## src/rtl/alu_result_bcd.sv

```systemverilog
// alu_result_bcd: sequential shift-and-add-3 binary-to-BCD converter.
// It accepts one W-bit value through a valid/ready handshake, runs W
// iterations, and holds three BCD digits until downstream takes them.
module alu_result_bcd #(
  parameter int unsigned W = 8
) (
  input  logic         clk,
  input  logic         rst,
  input  logic         in_valid,
  output logic         in_ready,
  input  logic [W-1:0] in_data,
  output logic         out_valid,
  input  logic         out_ready,
  output logic [3:0]   hundreds,
  output logic [3:0]   tens,
  output logic [3:0]   ones,
  output logic         busy
);

  localparam int unsigned SW = 12 + W;
  localparam int unsigned CW = $clog2(W + 1);

  typedef enum logic [1:0] {
    IDLE = 2'd0,
    CONV = 2'd1,
    DONE = 2'd2
  } state_t;

  state_t        state_q, state_d;
  logic [CW-1:0] cnt_q, cnt_d;
  logic [SW-1:0] sr_q, sr_d;
  logic [SW-1:0] sr_adj, sr_shift;
  logic [3:0]    hun_q, hun_d;
  logic [3:0]    ten_q, ten_d;
  logic [3:0]    one_q, one_d;

  // One shift-and-add-3 step: correct each BCD nibble that is >= 5, then shift.
  // A corrected nibble is at most 12, so the 4-bit add never carries out.
  always_comb begin
    sr_adj = sr_q;
    for (int unsigned i = 0; i < 3; i++) begin
      if (sr_q[W + 4*i +: 4] >= 4'd5) begin
        sr_adj[W + 4*i +: 4] = sr_q[W + 4*i +: 4] + 4'd3;
      end
    end
    sr_shift = {sr_adj[SW-2:0], 1'b0};
  end

  // Next-state logic for the IDLE/CONV/DONE sequencer and its datapath.
  always_comb begin
    state_d = state_q;
    cnt_d   = cnt_q;
    sr_d    = sr_q;
    hun_d   = hun_q;
    ten_d   = ten_q;
    one_d   = one_q;
    unique case (state_q)
      IDLE: begin
        if (in_valid) begin
          state_d = CONV;
          cnt_d   = '0;
          sr_d    = {12'b0, in_data};
        end
      end
      CONV: begin
        sr_d  = sr_shift;
        cnt_d = cnt_q + CW'(1);
        if (cnt_q == CW'(W - 1)) begin
          state_d = DONE;
          hun_d   = sr_shift[W + 8 +: 4];
          ten_d   = sr_shift[W + 4 +: 4];
          one_d   = sr_shift[W     +: 4];
        end
      end
      DONE: begin
        if (out_ready) begin
          state_d = IDLE;
        end
      end
      default: state_d = IDLE;
    endcase
  end

  // State and datapath registers; synchronous reset aborts any conversion.
  always_ff @(posedge clk) begin
    if (rst) begin
      state_q <= IDLE;
      cnt_q   <= '0;
      sr_q    <= '0;
      hun_q   <= '0;
      ten_q   <= '0;
      one_q   <= '0;
    end else begin
      state_q <= state_d;
      cnt_q   <= cnt_d;
      sr_q    <= sr_d;
      hun_q   <= hun_d;
      ten_q   <= ten_d;
      one_q   <= one_d;
    end
  end

  assign in_ready  = (state_q == IDLE);
  assign out_valid = (state_q == DONE);
  assign busy      = (state_q != IDLE);
  assign hundreds  = hun_q;
  assign tens      = ten_q;
  assign ones      = one_q;

endmodule

```

## config.mk

```make
export PLATFORM = sky130hd
export DESIGN_NAME = alu_result_bcd
export DESIGN_NICKNAME = d
export VERILOG_FILES = /design/src/rtl/alu_result_bcd.sv
export SDC_FILE = /design/constraint.sdc
export NUM_CORES = 1
export LEC_CHECK = 0
export BUFFER_PORTS_ARGS = -buffer_cell sky130_fd_sc_hd__buf_2
export CORE_MARGIN = 2
export CORE_UTILIZATION = 40
export DETAILED_ROUTE_END_ITERATION = 16
export GPL_TIMING_DRIVEN = 0
export PLACE_DENSITY = 0.73
export SKIP_CTS_REPAIR_TIMING = 1
export SLEW_MARGIN = 10
export SYNTH_ARGS = -nofsm -noshare
export SYNTH_HDL_FRONTEND = slang
export SYNTH_SLANG_ARGS = --single-unit
```

## constraint.sdc

```tcl
create_clock -name clk -period 1.5 [get_ports clk]
set_input_delay 0 -clock clk [delete_from_list [all_inputs] [get_ports clk]]
set_output_delay 0 -clock clk [all_outputs]
set_load 0.05 [all_outputs]
```

==> results.yml, run 1 <==
global_route:
  use_met3: 0.05128
  grt_pass1_vias: 1372
  met2_usage: 0.2461
  grt_usage: 0.1601
  grt_pass1_wl_microns: 6251
  busiest_layer: "met2"
  grt_max_degree: 11
  use_met1: 0.2095
  overflow: 0
  grt_antenna_before_repair: 0
detailed_routing:
  wire_per_inst_microns: 13.64
  drt_pass1_iterations: 4
  vias: 1580
  ant_nets: 0
  drc: 0
  vias_per_cell: 5.232
  drt_iter0_drc: 103
  wl_microns: 4120
timing:
  fin_ws_ps: 35.44
  slew_violations: 0
  hold_ws_ps: 7.586
  slew_headroom: 0.6505
  skew_ps: 2.684
  hold_violations: 0
  rsz0062_at_grt: "yes"
  setup_viol: 0
  fin_crit_ps: 1465
  max_freq_mhz: 682.8
  worstMarginPinSlew_ps: 524.2
  timing.final.crit_share: 0.9764
synthesis:
  synth_seq_cells: 38
  synth.avg_cell_area_sq_um: 8.359
  ys_seq_area_frac: 0.4273
  synth_ff_type: "dfxtp_1"
  ys_top_cells_by_area: "dfxtp_1, nor2_1, a21oi_1"
  netlist.area_leader.share: 0.4273
  netlist_area_sq_um: 1780
  synth_cell_type_count: 31
  yosysTopAreaCell: "dfxtp_1"
  syn-num-nets: 232
  ys_warn_count: 0
  async_flop_share: 0
  syn-instance-count: 213
  synth-edff-count: 0
outcome:
  status: "finished, final reports clean"
floorplanning:
  die-area_sq_um: 5001
  core_area_sq_um: 4324
  initial_utilization: 0.4117
  ios: 27
  die_w_microns: 70.72
  dieHeight_microns: 70.72
  rows: 24
placed_design:
  place.gp.congestion: 0.7730
  dp_cells: 290
  port_buffers: 25
  hpwl_microns: 2686
  dp_slack_ps: -109.9
finish:
  final_common_cell: "nor2_1"
  layout-drive-gt1-share: 0.2880
  area_growth_pct: 24.53
  diodes: 0
  num-nets-final: 269
  final_cells: 302
  final_cell_mix: "nor2_1, dfxtp_1, buf_2"
pwr:
  peakVddDrop_mv: 0.3795
  p_leak_nw: 0.8725
  power.total_w: 0.001908
  powerDensity_nw_per_um2: 860.6
worst_setup_path:
  cp_slowest_cell: "mux2_4"
  end_kind: "register"
  cp-start-kind: "register"
  path_class: "register to register"
  cpLargestDelayFamily: "multiplexers"
  worst_ep_required_time_ps: 1720
  critPathBufInv: 1
  path_cells: "inv_1 > ha_1 > nand2b_1 > a21oi_2 > mux2_4 > o21ai_1"
  cp.arrival_ps: 1690
  path_max_fanout: 4
  slowest_delay_ps: 340
clocking:
  root_buffer: "clkbuf_8"
  cts_buffer_depth: 2
  clock_latency_ps: 290
  cts_tree: "built"
  clock_sinks: 38
  clk_pin_slew_ps: 70
  htree_levels: 2
  cts_made_buffers: 5
job:
  cap_viol_max_count: 0
hold_path:
  hold_path.class: "input pin to register"
-- worst paths after layout --
check / startpoint / end / slack (ps) / cells past startpoint
setup / recovery: sr_q[17]$_SDFFE_PP0P_ / sr_q[18]$_SDFFE_PP0P_ / 40 / 6
hold / removal: out_ready / state_q[1]$_SDFFE_PP0P_ / 8 / 4
setup reg to reg: sr_q[17]$_SDFFE_PP0P_ / sr_q[18]$_SDFFE_PP0P_ / 40 / 6
hold reg to reg: tens[2]$_SDFFE_PP0P_ / tens[2]$_SDFFE_PP0P_ / 480 / 2
-- state kept, by name, indices dropped and copies added (netlist names) --
register,count
ones,4
tens,4
state_q,2
sr_q,20
hundreds,4
cnt_q,4
-- cells by family after synthesis --
logic type                 Yosys count  share of synthesized area
and+or+nand+nor                     88                     0.2509
AOI/OAI and AO/OA                   50                     0.1687
DFF                                 38                     0.4273
buffers and inverters               22                    0.05832
adders and majority gates            7                    0.04919
muxes                                5                    0.03092
xor gates and xnor gates             3                    0.01476
-- worst min-delay path, cell delays in order --
cell,delay [ps]
buf_2,100
inv_1,40
a21oi_1,50
nor2_1,70
-- Yosys cell counts (all sizes together), types with 4 or more instances --
master  instances
nor3b           5
dfxtp          38
buf             9
nand3b          4
a211oi          5
a21oi          21
nor2           41
o21ai           9
clkbuf          5
inv             8
nor3           10
o22ai           6
mux2            4
nand3           4
nand2b         11
ha              7
nor2b           9
o32ai           5
-- report_power, final --
group          internal (W)  total, W  switching (W)
logic             0.0000741  0.000190       0.000116
registers           0.00103   0.00105      0.0000171
clock network      0.000320  0.000668       0.000348
-- metal layers --
metal | vias up | wire, microns
met5 | - | 0
met4 | 0 | 52
met3 | 4 | 212
met2 | 36 | 1880
met1 | 730 | 1974
li1 | 810 | -
-- per-stage QoR --
step | utilization | setup TNS (ps) | instance area, sq um
after CTS | 0.4745 | -926.1 | 2052
after global routing | 0.5127 | -225.9 | 2217
final | 0.5127 | 0 | 2217
after detailed placement | 0.4569 | -772.7 | 1976
after floorplan | - | 0 | 1785
after global placement | 0.4569 | -362.3 | 1976
-- area by class of cell --
type                    count  area [sq um]
repair buffers             29         162.7
fillers                   412          2107
clock buffers               7         76.32
inverters                   8         30.03
plain buffers              14         83.83
well taps                  52         65.06
flip-flops and latches     38         768.2
multi-input cells         154          1031
(Power assumes the default switching activity.)
==> inputs of run 2 (changes only) <==
--- a/config.mk
+++ b/config.mk
@@ -6,12 +6,13 @@
 export NUM_CORES = 1
 export LEC_CHECK = 0
 export BUFFER_PORTS_ARGS = -buffer_cell sky130_fd_sc_hd__buf_2
+export CELL_PAD_IN_SITES_DETAIL_PLACEMENT = 0
+export CELL_PAD_IN_SITES_GLOBAL_PLACEMENT = 2
 export CORE_MARGIN = 2
-export CORE_UTILIZATION = 40
+export CORE_UTILIZATION = 30
 export DETAILED_ROUTE_END_ITERATION = 16
 export GPL_TIMING_DRIVEN = 0
-export PLACE_DENSITY = 0.73
-export SKIP_CTS_REPAIR_TIMING = 1
+export PLACE_DENSITY = 0.86
 export SLEW_MARGIN = 10
 export SYNTH_ARGS = -nofsm -noshare
 export SYNTH_HDL_FRONTEND = slang
==> results.yml, run 2 (synthesis gave the netlist of run 1 again) <==
outcome:
  status: "finished, final reports clean"
worst_setup_path:
  cp.arrival_ps: 1680
  cp-start-kind: "register"
  end_kind: "register"
  timing.rr.end: "ones[1]$_SDFFE_PP0P_"
  path_max_fanout: 6
  worst_ep_required_time_ps: 1720
  reg2regPathDepth: 5
  reg2reg_slack_ps: 40
  path_class: "register to register"
  timing.rr.start: "cnt_q[0]$_SDFFE_PP0P_"
finish:
  regMostFlops: "sr_q"
  final_cell_mix: "nor2_1, dfxtp_1, buf_2"
  final_cell_area_sq_um: 2293
  final_util: 0.3944
  layout-drive-gt1-share: 0.3108
  area_growth_pct: 28.81
  diodes: 0
  final_cells: 326
  largest_register_ff_count: 20
  num-nets-final: 269
  final_common_cell: "nor2_1"
floorplanning:
  initial_utilization: 0.3062
  ios: 27
  die-area_sq_um: 6567
  core_area_sq_um: 5816
  dieHeight_microns: 81.04
  die_w_microns: 81.04
  rows: 28
timing:
  fin_crit_ps: 1464
  hold_violations: 0
  worstMarginPinSlew_ps: 592.4
  skew_ps: 6.334
  setup_viol: 0
  slew_headroom: 0.6050
  timing.final.crit_share: 0.9760
  tns_ps: 0
  slew_violations: 0
  max_freq_mhz: 683.1
  hold_ws_ps: 3.487
detailed_routing:
  drt_iter0_drc: 58
  ant_nets: 0
  vias: 1589
  drt_pass1_iterations: 4
  drc: 0
  wire_per_inst_microns: 13.48
  wl_microns: 4395
  vias_per_cell: 4.874
global_route:
  met2_usage: 0.2397
  overflow: 0
  grt_usage: 0.1429
  use_met1: 0.1749
  grt_max_degree: 12
  use_met3: 0.04667
  busiest_layer: "met2"
  grt_antenna_before_repair: 0
  grt_pass1_vias: 1551
  grt_pass1_wl_microns: 7051
clocking:
  cts_buffer_depth: 2
  clock_sinks: 38
  cts_made_buffers: 5
  cts_tree: "built"
  htree_levels: 2
  clock_latency_ps: 290
  clk_pin_slew_ps: 70
  root_buffer: "clkbuf_8"
placed_design:
  placedInstanceArea_sq_um: 2004
  hpwl_microns: 2956
  dp_cells: 313
  place.gp.congestion: 0.7717
  port_buffers: 25
pwr:
  peakVddDrop_mv: 0.3847
  p_clk_frac: 0.396
  p_leak_nw: 0.8997
  comb_power_share: 0.098
  swShare: 0.2381
  switching_power_w: 0.0004931
  intPower_w: 0.001578
  powerDensity_nw_per_um2: 902.9
  pwr-share-seq: 0.506
hold_path:
  hold_path.class: "input pin to register"
  worstHoldPathCells: 4
  holdCritStartpoint: "out_ready"
  hold_end: "state_q[1]$_SDFFE_PP0P_"
job:
  cap_viol_max_count: 0
## run 2: cell types whose count changed in the layout (fill, tap and decap cells not counted), sizes merged
cell	before	now
buf	36	37
clkbuf	13	14
nor2	42	41
## run 2: through the flow
step | setup WS [ps] | power [W]
6_report | 35.99 | 0.002071
4_1_cts | 4.547 | 0.002083
3_5_place_dp | -151.6 | 0.001254
3_3_place_gp | -142.5 | 0.001254
2_1_floorplan | 43.27 | 0.001199
5_1_grt | -0.1744 | 0.002164
## run 2: cell type report
type / instances / area [sq um]
timing repair buffer: 30 / 167.7
clock buffer: 8 / 110.1
buffer: 14 / 91.34
multi-input combinational: 153 / 1033
sequential: 38 / 767.0
tap: 75 / 93.84
inverter: 8 / 30.03
fill: 634 / 3522
## run 2: what timing repair did
action | in CTS | in global routing
buffers inserted | 4 | 0
gates resized for setup | 19 | 27
pin swaps | 4 | 4
hold endpoints to repair | 1 | 0
hold buffers | 1 | 0
setup endpoints to repair | 16 | 27
## run 2: worst max-delay path, cell delays in order, from the launching register on
cell and delay (ps):
dfxtp_2 350, ha_4 140, nand4b_1 190, or3_1 380, buf_6 150, o22ai_1 170
## run 2: worst max-delay path by stage
stage | startpoint | to | slack (ps)
2_1_floorplan | sr_q[12]$_SDFFE_PP0P_ | sr_q[14]$_SDFFE_PP0P_ | 40
3_3_place_gp | cnt_q[0]$_SDFFE_PP0P_ | hundreds[3]$_SDFFE_PP0P_ | -140
5_1_grt | cnt_q[0]$_SDFFE_PP0P_ | ones[1]$_SDFFE_PP0P_ | -0.2
4_1_cts | cnt_q[0]$_SDFFE_PP0P_ | ones[2]$_SDFFE_PP0P_ | 5
3_5_place_dp | cnt_q[0]$_SDFFE_PP0P_ | tens[0]$_SDFFE_PP0P_ | -150
6_report | cnt_q[0]$_SDFFE_PP0P_ | ones[1]$_SDFFE_PP0P_ | 40
## run 2: power groups by stage
stage | clock (W) | sequential, W | combinational [W]
final | 0.000820 | 0.00105 | 0.000202
after global routing | 0.000887 | 0.00105 | 0.000226
after CTS | 0.000841 | 0.00105 | 0.000195
after detailed placement | 0 | 0.00107 | 0.000183
after global placement | 0 | 0.00107 | 0.000184
after floorplan | 0 | 0.00107 | 0.000132
## run 2: per-layer routing
layer  vias up  wire length, microns  share of wire
met5         -                     0              0
met4         0                    54          0.012
met3         6                   137          0.031
met2        25                  2095           0.48
met1       747                  2109           0.48
li1        811                     -              -
